==> src/rtl/sync_mod_counter.sv <==
// Synchronous modulo-MODULUS up/down counter with clamped parallel load, count enable,
// combinational terminal count and a registered wrap/saturation-hit pulse.
module sync_mod_counter #(
    parameter int unsigned WIDTH    = 4,
    parameter int unsigned MODULUS  = 10,
    parameter bit          SATURATE = 1'b0
) (
    input  logic             clk,
    input  logic             clear,
    input  logic             en,
    input  logic             up,
    input  logic             load,
    input  logic [WIDTH-1:0] d,
    output logic [WIDTH-1:0] q,
    output logic             tc,
    output logic             wrap
);

    // MODULUS-1 always fits in WIDTH bits, even when MODULUS == 2**WIDTH.
    localparam logic [WIDTH-1:0] MAX_VAL = WIDTH'(MODULUS - 1);

    logic [WIDTH-1:0] q_d;
    logic             wrap_d;
    logic             at_max;
    logic             at_zero;

    assign at_max  = (q == MAX_VAL);
    assign at_zero = (q == '0);
    assign tc      = en & ~load & ((up & at_max) | (~up & at_zero));

    // End-of-range is detected by compare, so q+1 / q-1 are only taken when they stay in range.
    always_comb begin
        q_d    = q;
        wrap_d = 1'b0;
        if (load) begin
            q_d = (d > MAX_VAL) ? MAX_VAL : d;
        end else if (en) begin
            wrap_d = tc;
            if (up) begin
                if (!at_max) begin
                    q_d = q + 1'b1;
                end else if (!SATURATE) begin
                    q_d = '0;
                end
            end else begin
                if (!at_zero) begin
                    q_d = q - 1'b1;
                end else if (!SATURATE) begin
                    q_d = MAX_VAL;
                end
            end
        end
    end

    always_ff @(posedge clk or posedge clear) begin
        if (clear) begin
            q    <= '0;
            wrap <= 1'b0;
        end else begin
            q    <= q_d;
            wrap <= wrap_d;
        end
    end

endmodule

==> config.mk <==
export PLATFORM = sky130hd
export DESIGN_NAME = sync_mod_counter
export DESIGN_NICKNAME = d
export VERILOG_FILES = /design/src/rtl/sync_mod_counter.sv
export SDC_FILE = /design/constraint.sdc
export NUM_CORES = 1
export LEC_CHECK = 0
export BUFFER_PORTS_ARGS = -buffer_cell sky130_fd_sc_hd__buf_2
export CAP_MARGIN = 20
export CORE_AREA = 2 2 39 41
export DETAILED_ROUTE_END_ITERATION = 8
export DIE_AREA = 0 0 41 43
export GPL_ROUTABILITY_DRIVEN = 0
export GPL_TIMING_DRIVEN = 0
export SETUP_SLACK_MARGIN = 0.5
export SLEW_MARGIN = 20
export SYNTH_ARGS = -nofsm -noshare
export SYNTH_HDL_FRONTEND = slang
export SYNTH_SLANG_ARGS = --single-unit
==> constraint.sdc <==
create_clock -name clk -period 1.6 [get_ports clk]
set_clock_uncertainty 0.15 [all_clocks]
set_input_delay 0.08 -clock clk [delete_from_list [all_inputs] [get_ports clk]]
set_output_delay 0.08 -clock clk [all_outputs]
set_load 0.05 [all_outputs]
# --- Word level (Yosys, flattened, before mapping) ---
# Cells that the tools add are included.
# W data, S select, Z words.
word_totals:
  reg_bits: 5
  in_bits: 9
  output_inout_bits: 6
classes:
  n_addsub: 2
  order_cmp: 1
  eq_ne: 1
  mux: 8
  n_bitwise: 7
  n_reduce_logical: 2
op_table:
  columns: ["op", "count"]
  rows:
  - ["$mux W4", 6]
  - ["$add A4 B1 Y4 const B", 1]
  - ["$and A1 B1 Y1", 4]
  - ["$eq A4 B4 Y1 const B", 1]
  - ["$gt A4 B4 Y1 const B", 1]
  - ["$logic_not A4 Y1", 1]
  - ["$sub A4 B1 Y4 const B", 1]
  - ["$mux W1", 2]
  - ["$not A1 Y1", 2]
  - ["$reduce_bool A2 Y1", 1]
  - ["$or A1 B1 Y1", 1]

# --- Depth between registers and ports, before layout ---
# Gate-level depths: netlist of the first run.
logic_depth:
  ltp_word: 6
  depth_mapped: 5
  ltp_nobuf: 4

# --- Worst setup path after synthesis of the first run ---
# Ideal clock, no wire load.
synth_timing:
  kind: "register to output"
  from: "register q[3]"
  to: "output tc"
  arrival_time_ns: 1.954
  t_required_ns: 1.370
  setup_slack_ns: -0.584
  path_stages_with_launch: 4
  cell_sequence: "dfrtp_1 > buf_2 > or3_4 > a2111oi_4"
synth_between:
  elab_chain_len: 4
synth_lines:
  columns: ["item", "line_no", "source"]
  rows:
  - ["start, declared", "14", "output logic [WIDTH-1:0] q,"]
  - ["start signal, assigned", "60", "q <= q_d;"]
  - ["$eq A4 B4 Y1 / $logic_not A4 Y1 (equally long branches)", "27, 28", null]
  - ["$and A1 B1 Y1", "29", "assign tc = en & ~load & ((up & at_max) | (~up & at_zero));"]
  - ["$or A1 B1 Y1 (*)", "29", null]
  - ["$and A1 B1 Y1 (*)", "29", null]
  - ["end, declared", "15", "output logic tc,"]
# Mark *: on every way between the ends. The rest lies on a longest branch, timed or not.

# --- Final worst setup path of the first run ---
# Same ends and word-level chain as after synthesis.

==> out/results.txt, run 1 <==
After synthesis, the netlist uses 24 different library cells. Buffers placed on the I/O ports in this run total 13. The number of max-capacitance violations reported came out at 0. The repair_antennas step left the layout with diodes totalling 0.

The final reports fail on setup timing. In the layout the commonest cells are 10 x sky130_fd_sc_hd__buf_2, 9 x sky130_fd_sc_hd__buf_6, 7 x sky130_fd_sc_hd__buf_4. The maximum resistive drop on vdd is 348.6 uV. Synthesis produced a netlist with a net count of 62. The number of global-route vias before repair was 467; the post-route minimum period was 1.936 ns. During I/O placement, the number of pins put on the boundary was 15. Across all layers, the routed design uses 495 vias. The headroom to the max-slew limit was 0.7860; the total met3 wirelength after detailed routing was 69 um. The largest individual stage delay along the critical path comes from the cell sky130_fd_sc_hd__dfrtp_2.

By startpoint and endpoint, the worst setup path is classified as reg2out. By area the synthesized netlist is led by sky130_fd_sc_hd__dfrtp_1 27%, sky130_fd_sc_hd__a2111oi_4 12%, sky130_fd_sc_hd__o21ai_0 6.5%. The floorplan die width is 41 um. For the setup TNS, the log shows -0.4257 ns. The run finished, with violations left. Synthesized area: 460.4 um^2. The height of the die is 43 um. For this run, the top clock speed supported by timing is 0.5166 GHz. The type of the tightest min-delay check was in2reg. For the area of the die, the log shows 1763 um^2. After detailed routing, the number of vias per cell comes to 4.950. The logs give 2 for the final-report setup violation count and 0.01252 ns for the worst hold slack across all endpoints. Before antenna repair, the detailed router went through 4 iterations. The run gives 0 as the initial antenna violation count. Critical-path maximum fanout: 4.

The later pin in the worst-skew pair is clocked with a latency of 0.25 ns. Counting both buffers and inverters, the worst setup path holds a total of 2. The worst setup path is launched from a register.

The area share of the largest cell type after synthesis was 0.2717. The run gives 0 as the final hold violation count. The highest metal layer carrying signal wires in the routed design is met4.

In this run the deepest clock path goes through 2 buffers. The number of pins exceeding their max-slew limit in the final report is 0. The initialized floorplan defines 14 standard-cell rows. Summing all non-filler instances in the final layout gives an area of 779.5 um^2. In this run, synthesis produced a sequential element count of 5.

The cell that appears most often on the critical path is sky130_fd_sc_hd__buf_6. The gate count of the mapped netlist was 53; the floorplan core area was 1384 um^2. The CTS H-tree depth is 1, and the total met2 wirelength after detailed routing is 560 um. For the worst setup path, the data arrival time is 1.71 ns.

The final antenna-violating net count was 0. TritonCTS built the clock tree. The met1 wire length is 505 um. The aggregate global-route resource usage came out at 0.1648.

Setup repair after global routing could not meet its margin everywhere. In this design, the largest share of critical-path delay is due to flip-flops. The run gives -0.3359 ns as the worst-case setup margin in the final layout.

The peak per-stage delay on the critical path came out at 0.40 ns. The commonest non-fill, non-tap cell in the layout is sky130_fd_sc_hd__buf_2. The largest area contributor in the synthesized netlist was sky130_fd_sc_hd__dfrtp_1. The required time at the endpoint of the critical path was 1.37 ns. The post-synthesis area per instance is 8.688 um^2, and the portion of the post-synthesis area used by sequential elements is 0.2717. The tree built by TritonCTS fans out to 5 sinks.

The first global-routing pass estimated 1973 um of wire. Dividing total power by cell area gives a power density of 798.1 nW/um^2. Fraction of the core area covered by cells at the end of the flow: 0.5633. Counting the buffers created by CTS gives 3. The part of the cycle the worst path needs is 1.210. After detailed routing, the number of remaining DRC violations is 0. For this run, the number of Yosys warnings is 0.

The logs give 0.3327 for the initial core utilization and 0 for the residual overflow from global routing. At the pin with the least slew margin, the transition time is 0.3210 ns. The clock transition at the registers of the reported paths works out to 0.05 ns. In this run the static leakage power is 0.3453 nW.

The iteration-0 DRC count of the detailed router was 12. The synthesis-to-layout area growth is 69.29%, and the area of placed instances is 581.8 um^2. Entering global routing, the biggest net connects 11 pins. For the total power consumption of the routed design, the log shows 0.0006221 W. The worst setup path is captured at a primary output. The layout cell share with drive strength beyond 1 came out at 0.5119. The tree is rooted in a sky130_fd_sc_hd__clkbuf_4. Traced cell by cell, the critical path runs through buf_6 -> or3_4 -> a2111oi_4 -> buf_6. In the final design database the tool counted 94 nets. Detailed placement ended at an HPWL of 750.9 um. The routed wire length is 1154 um.

Dividing the detail-routed wire length by the instance count gives 11.54 um.
-- Yosys cell counts --
| library cell | number |
|---|---|
| sky130_fd_sc_hd__or2_1 | 1 |
| sky130_fd_sc_hd__nand3b_1 | 1 |
| sky130_fd_sc_hd__a221oi_1 | 2 |
| sky130_fd_sc_hd__nand4b_1 | 1 |
| sky130_fd_sc_hd__nor3_2 | 1 |
| sky130_fd_sc_hd__a21oi_1 | 4 |
| sky130_fd_sc_hd__dfrtp_1 | 5 |
| sky130_fd_sc_hd__nor2b_1 | 1 |
| sky130_fd_sc_hd__buf_2 | 4 |
| sky130_fd_sc_hd__nand3_1 | 3 |
| sky130_fd_sc_hd__a21o_1 | 1 |
| sky130_fd_sc_hd__buf_6 | 1 |
| sky130_fd_sc_hd__nand2_1 | 1 |
| sky130_fd_sc_hd__or3_4 | 1 |
| sky130_fd_sc_hd__inv_1 | 5 |
| sky130_fd_sc_hd__xnor2_1 | 2 |
| sky130_fd_sc_hd__o21a_1 | 1 |
| sky130_fd_sc_hd__a2111oi_4 | 2 |
| sky130_fd_sc_hd__nor2_1 | 3 |
| sky130_fd_sc_hd__nand2b_1 | 3 |
| sky130_fd_sc_hd__mux2i_1 | 1 |
| sky130_fd_sc_hd__o31ai_1 | 2 |
| sky130_fd_sc_hd__o21ai_0 | 6 |
| sky130_fd_sc_hd__o22ai_1 | 1 |
-- tightest hold or removal path, stage by stage --
cell                      delay [ns]
sky130_fd_sc_hd__buf_2          0.14
sky130_fd_sc_hd__o21ai_0        0.08
sky130_fd_sc_hd__o21ai_1        0.07
-- registers in the layout, indices dropped and copies added, names as in the netlist --
| signal | cells |
|---|---|
| q | 4 |
| wrap | 1 |
-- layer usage --
| metal | vias to the layer above | global-route usage |
|---|---|---|
| li1 | 252 | - |
| met1 | 224 | 0.2105 |
| met2 | 17 | 0.2531 |
| met3 | 2 | 0.04712 |
| met4 | 0 | 0.06000 |
| met5 | - | 0 |
-- power breakdown --
| part | switching, W | internal, W |
|---|---|---|
| combinational | 0.000171 | 0.000153 |
| sequential | 0.00000922 | 0.000142 |
| clock | 0.0000565 | 0.0000907 |
| total | 0.000237 | 0.000385 |
-- through the flow --
step,instances,worst slack [ns]
after global placement,82,-0.1545
after CTS,99,-0.3302
after detailed placement,82,-0.1786
final,100,-0.3359
after global routing,100,-0.3857
after floorplan,53,-0.4291
-- final timing paths --
check	start	end	slack [ns]	cells past startpoint
worst max-delay path	q[3]	tc	-0.34	4
worst min register to register	q[2]	wrap	0.52	2
worst max register to register	q[0]	q[1]	-0.09	7
worst min-delay path	load	q[0]	0.01	3
min in group asynchronous	clear	q[0]	0.12	3
max in group asynchronous	clear	q[2]	0.99	3
-- repair_timing --
action | CTS | global route
endpoints found under the hold margin | 7 | 0
pin swaps | 7 | 5
buffers inserted | 8 | 1
hold buffers | 5 | 0
gates resized for setup | 10 | 7
endpoints found under the setup margin | 8 | 10
-- kinds of logic after synthesis --
| group | after synthesis | share of synthesized area |
|---|---|---|
| buffers and inverters | 10 | 0.1087 |
| AND/OR/NAND/NOR | 16 | 0.2147 |
| flip-flops | 5 | 0.2717 |
| AO/OA/AOI/OAI | 19 | 0.3451 |
| XOR/XNOR | 2 | 0.03805 |
| multiplexers | 1 | 0.02174 |
-- area by class of cell --
type	count	area, um^2
clock inverter	1	5.005
multi-input combinational	38	314.1
timing repair buffer	27	222.7
sequential	5	130.1
buffer	5	46.29
tap	16	20.02
clock buffer	3	22.52
inverter	5	18.77
fill	135	604.3
Power figures use the tool's default switching activity.
==> run 2: changes to the inputs <==
- RECOVER_POWER: not set -> 100
- REMOVE_ABC_BUFFERS: not set -> 1
==> run 2 against run 1 <==
The flow still finishes with violations (setup timing). Hold slack improved by 0.012 ns. Sequential share of layout area decreased by 1.8 points. Global-route usage increased by 0.87 points. Non-clock buffer count increased by 7. Clock power decreased by 3%. Flip-flop and latch count unchanged. Routed wire length increased by 22%. Maximum frequency increased by 6.4%. Critical path type unchanged. Largest cell class unchanged. Largest power group unchanged. Highest routed layer is now met3.
==> out/results.txt, run 2 (same netlist as run 1, synthesis figures left out) <==
The number of buffers and inverters on the critical path was 1; the final antenna-violating net count was 0. Register with the most flip-flops: q. The largest registers in the layout are q (4), wrap (1). The layout cell share with drive strength beyond 1 was 0.6044. The detailed-route wire length per cell is 13.12 um, and the fraction of the core area covered by cells at the end of the flow is 0.6293.

Measured along the y axis, the die boundary spans 43 um. Excluding fillers, the count of instances in the completed layout stands at 107. Category of cells accounting for the largest share of critical-path delay: flip-flops. The floorplan step defined a die boundary enclosing 1763 um^2. The logs give 0 for the initial antenna violation count and 6 for the iteration-0 DRC count of the detailed router. The path class of the tightest hold or removal check is in2reg. The fmax was 0.5495 GHz. The run gives 0 as the final hold violation count. The required time at the endpoint of the critical path is 1.37 ns, and the worst setup slack after placement is -0.2393 ns. The CTS H-tree depth is 1. The tools report the number of max-capacitance violations reported as 0. The detailed router placed 536 vias in this run. For this design the top-level I/O count stands at 15.

The aggregate global-route resource usage is 0.1736, and the number of CTS-inserted buffers is 3. The largest net degree at the start of global routing was 10. The total area inside the core boundary comes to 1384 um^2.

For the maximum number of buffers from clock root to sink, the log shows 2. Walking the worst path, the cells encountered are or3_4 -> a2111oi_4 -> buf_6. The synthesis-to-layout area growth came out at 89.13%. At the end of the flow, the number of nets in the layout was 101. TritonCTS built the clock tree. The worst setup path is launched from a register. The tools report the headroom to the max-slew limit as 0.6017. The floorplan die width is 41 um, and the transition at the pin with the smallest max-transition slack is 0.6000 ns. For this block, the routed nets add up to 1404 um of wire. The run gives 14 as the row count. The area of placed instances was 519.2 um^2; the critical-path maximum fanout was 2.

Worst-case setup margin in the final layout: -0.2197 ns. After clock tree synthesis, the clock-pin slew on the worst setup and hold paths is 0.04 ns. The worst-case IR drop observed on VDD is 354.2 uV. The checks that failed: setup timing.

The buffer cell driving the clock tree root was sky130_fd_sc_hd__clkbuf_4. Buffers placed on the I/O ports in this run total 14. The top cell types in the final layout, fill and taps aside, are 11 x sky130_fd_sc_hd__buf_6, 9 x sky130_fd_sc_hd__buf_4, 8 x sky130_fd_sc_hd__buf_2. The flip-flop count of the largest register, all copies and words added was 4; the global-route wire length before repair was 2083 um. The tools report the total clock sinks as 5. Part of the cycle the worst path needs: 1.137. The slowest stage of the critical path is the sky130_fd_sc_hd__dfrtp_2 cell.

The tools report the capturing element type of the critical path as a primary output. The static power due to leakage is 0.3831 nW. The post-route minimum period is 1.820 ns, and the power density relative to cell area is 777.9 nW/um^2. The tools report the final-report setup violation count as 1. Commonest non-fill, non-tap cell in the layout: sky130_fd_sc_hd__buf_6. The total overflow left after global routing is 0.

The tightest hold path in the finished design has a slack of 0.02425 ns. The post-detailed-placement half-perimeter wirelength was 704.1 um; the final standard cell area without fillers was 870.8 um^2. The setup path with the least slack is of type reg2out.

On the worst path, the slowest cell contributes a delay of 0.42 ns. The run finished, with violations left. Dividing the detail-routed via count by the number of cells gives 5.009.

After filler insertion, the fill cell instance count of the layout stands at 121. The number of global-route vias before repair is 485. The run gives 4 as the first-pass iteration count of the detailed router. Setup repair after global routing could not meet its margin everywhere.

The initial core utilization was 0.3327; the diode insertion count for antenna repair was 0. Number of pins exceeding their max-slew limit in the final report: 0. Data arrives at the worst endpoint at 1.59 ns. For the total DRC errors in the routed layout, the log shows 0. Cell count after placement: 78. The clock latency on the worst-skew pair is 0.24 ns.
-- run 2: cell types whose count changed in the layout (fill, tap and decap cells not counted), moves of 2 or more --
cell,delta
sky130_fd_sc_hd__buf_2,-2
sky130_fd_sc_hd__buf_4,+2
sky130_fd_sc_hd__buf_6,+2
sky130_fd_sc_hd__clkbuf_1,+2
sky130_fd_sc_hd__clkbuf_2,+3
-- run 2: area by class of cell --
type                    instances  area (um^2)  share of cell area
multi-input cells              38        345.3              0.3966
repair buffers                 39        330.3              0.3793
inverters                       5        18.77             0.02155
well taps                      16        20.02             0.02299
clock buffers                   4        26.28             0.03017
flip-flops and latches          5        130.1              0.1494
-- run 2: worst register-to-register path: stages, from the launching register on --
cell                       delay, ns
sky130_fd_sc_hd__dfrtp_2        0.42
sky130_fd_sc_hd__buf_6          0.14
sky130_fd_sc_hd__or2_4          0.27
sky130_fd_sc_hd__a21o_1         0.17
sky130_fd_sc_hd__a221oi_2       0.24
sky130_fd_sc_hd__a21oi_1        0.08
-- run 2: power breakdown --
| part | total (W) | switching [W] | internal [W] | leakage, nW |
|---|---|---|---|---|
| registers | 0.000158 | 0.0000158 | 0.000142 | 0.0565 |
| clock network | 0.000143 | 0.0000489 | 0.0000941 | 0.0150 |
| logic | 0.000376 | 0.000190 | 0.000186 | 0.312 |
-- run 2: metrics by stage --
stage / setup TNS (ns) / total power [W]
CTS: -0.2046 / 0.0006236
detailed placement: -0.2602 / 0.0003524
global route: -0.3083 / 0.0007188
floorplan: -0.9036 / 0.0003017
finish: -0.2197 / 0.0006774
global placement: -0.2292 / 0.0003494
-- run 2: worst paths after layout --
kind / from / slack, ns / cells after the start / endpoint
max in group asynchronous: clear / 0.99 / 3 / q[1]
min in group asynchronous: clear / 0.12 / 3 / wrap
worst min-delay path: load / 0.02 / 3 / q[0]
worst min register to register: q[3] / 0.55 / 3 / wrap
worst max register to register: q[0] / 0.01 / 5 / q[1]
worst max-delay path: q[0] / -0.22 / 3 / tc
-- run 2: per-layer routing --
| layer | up-vias | routed length [um] | global-route usage |
|---|---|---|---|
| li1 | 267 | - | - |
| met1 | 256 | 588 | 0.2092 |
| met3 | 0 | 61 | 0.03141 |
| met4 | 0 | 0 | 0.06000 |
| met2 | 13 | 755 | 0.2906 |
| met5 | - | 0 | 0 |
-- run 2: repair_timing --
item,in CTS,in global routing
hold endpoints to repair,7,0
resized for setup,29,16
buffers inserted,12,8
setup endpoints to repair,9,10
pin swaps,9,8
hold buffers,5,0
==> run 3: changes to the inputs <==
- CORE_AREA: 2 2 39 41 -> not set
- CORE_MARGIN: not set -> 2
- CORE_UTILIZATION: not set -> 30
- DIE_AREA: 0 0 41 43 -> not set
- PLACE_DENSITY: not set -> 0.63
==> run 3 against run 2 <==
The run still ends with setup timing left. Die area rose by 5.7%. Via count fell by 8.6%. Worst setup slack improved by 0.0088 ns. Sequential share of layout area rose by 1.6 points. Combinational power fell by 15%. Critical path depth did not move. Routed wire length fell by 5.0%.
==> out/results.txt, run 3 (same netlist as run 1, synthesis figures left out) <==
The tools report the met2 usage in global routing as 0.3045. Across the VDD grid, the largest voltage drop is 287.9 uV. The worst register-to-register path has a setup slack of -0.18 ns.

The layout cell share with drive strength beyond 1 works out to 0.4938. The first-pass iteration count of the detailed router was 4; the number of placed I/O pins was 15. The critical-path maximum fanout was 2. TritonCTS built the clock tree.

Cell count after placement: 78. In this run the tool buffered the top-level ports with 14 buffer cells. The tools report the total DRC errors in the routed layout as 0. Setup repair after global routing could not meet its margin everywhere. The clock net in this run drives a total of 5 sinks. The checks that failed: setup timing. The tools report the final antenna-violating net count as 0. For this run, the post-layout net count is 91. The clock transition at the registers of the reported paths is 0.05 ns.

The type of the worst setup path was reg2out. The logs give 0.6079 for the headroom to the max-slew limit and 2 for the maximum number of buffers from clock root to sink. The initial core utilization is 0.3129, and the diode insertion count for antenna repair is 0. Hold timing on the final database bottoms out at a slack of 0.008903 ns. The tools report the aggregate global-route resource usage as 0.1607.

The logs give 1.58 ns for the worst endpoint data arrival time and 14 for the row count. The tools report the met1 usage in global routing as 0.1736. Setup violations remaining at the end of the flow were counted as 3.

Dividing the detail-routed via count by the number of cells gives 5.052. Routed wire length: 1334 um. The power density relative to cell area came out at 797.8 nW/um^2.

The final hold violation count came out at 0. The worst hold path belongs to the class in2reg. For the worst-skew pair, the clock arrives at the later sink with an insertion delay of 0.25 ns.

The layer flagged by global routing as most heavily used is met2. TritonCTS created 3 clock buffers. In the layout the commonest cells are 8 x sky130_fd_sc_hd__buf_2, 6 x sky130_fd_sc_hd__buf_6, 5 x sky130_fd_sc_hd__inv_1, 5 x sky130_fd_sc_hd__dlygate4sd3_1. Part of the cycle the worst path needs: 1.132. The CTS H-tree depth came out at 1. The static power due to leakage is 0.3353 nW. The total power consumption of the routed design was 0.0006269 W. The post-route non-filler standard cell count is 97. The flow ran to the end, but the final reports show violations. The number of pins exceeding their max-slew limit in the final report was 0; the fmax was 0.5522 GHz. From bottom edge to top edge, the die measures 43.18 um. The filler cells instantiated in the layout total 127. Register with the most flip-flops: q. After the first detailed-routing iteration, the DRC count stood at 7.

For the number of global-route vias before repair, the log shows 485. The commonest non-fill, non-tap cell in the layout was sky130_fd_sc_hd__buf_2. The run gives 0 as the initial antenna violation count.

Entering global routing, the biggest net connects 11 pins. The die covers 1864 um^2. STA classifies the critical path endpoint as a primary output. The flip-flop count of the largest register, all copies and words added is 4. In the final layout, the registers with the most flip-flops are q (4), wrap (1). Kind of launch point of the worst setup path: a register. The total overflow left after global routing is 0. The met3 track demand over resource in global routing was 0.004255. The area growth from synthesis to layout is 70.65%. The worst-case setup margin in the final layout is -0.2110 ns. The cell sitting at the root of the clock tree is a sky130_fd_sc_hd__clkbuf_4.

The floorplan die width was 43.18 um. The detailed-route wire length per cell was 13.75 um. Timing analysis after detailed placement gives a worst setup slack of -0.2303 ns. The core region is 1471 um^2. The fraction of the core area covered by cells at the end of the flow is 0.5340.

The first global-routing pass estimated 2173 um of wire. The number of max-capacitance violations reported was 0. The transition at the pin with the smallest max-transition slack was 0.5907 ns. The final route contains 490 vias. STA puts the critical path data required time at 1.37 ns.

For the finished layout, the period the worst path requires is 1.811 ns.
## run 3: critical path, cell delays in order (launching register included)
cell and delay (ns):
sky130_fd_sc_hd__dfrtp_2 0.40, sky130_fd_sc_hd__or3_4 0.40, sky130_fd_sc_hd__a2111oi_4 0.32, sky130_fd_sc_hd__buf_6 0.21
## run 3: metal layers
layer / part of all wire / vias up / wire, um
met5: 0 / - / 0
met1: 0.38 / 232 / 513
met3: 0.038 / 0 / 51
met2: 0.58 / 13 / 769
li1: - / 245 / -
met4: 0 / 0 / 0
## run 3: worst paths after layout
check                           startpoint    to  cells past startpoint
worst max-delay path                  q[3]    tc                      3
max in group asynchronous            clear  q[0]                      3
worst min register to register        q[1]  wrap                      2
worst max register to register        q[3]  wrap                      6
worst min-delay path                  d[3]  q[2]                      4
min in group asynchronous            clear  wrap                      3
## run 3: through the flow
stage	cell area (um^2)	TNS (ns)
3_3_place_gp	519.2	-0.2441
6_report	785.8	-0.3927
2_1_floorplan	429.2	-0.9036
5_1_grt	785.8	-0.5736
3_5_place_dp	519.2	-0.2383
4_1_cts	768.2	-0.3824
## run 3: final cells by class
class,count,area (um^2),area share
multi-input combinational,38,322.8,0.4108
timing repair buffer,29,266.5,0.3392
sequential,5,130.1,0.1656
clock buffer,3,22.52,0.02866
tap,16,20.02,0.02548
inverter,5,18.77,0.02389
clock inverter,1,5.005,0.006369
## run 3: what timing repair did
item                       4_1_cts  5_1_grt
setup buffers                   10        0
gates resized for setup         29        8
hold buffers                     5        0
hold endpoints to repair         7        0
setup endpoints to repair       10       10
pin swaps                        4        1
## run 3: where the power goes
part           total, W  switching, W  leakage, nW  internal, W
registers      0.000159     0.0000171       0.0565     0.000142
logic          0.000318      0.000168        0.261     0.000150
clock network  0.000149     0.0000584       0.0177    0.0000908
total          0.000627      0.000244        0.335     0.000383
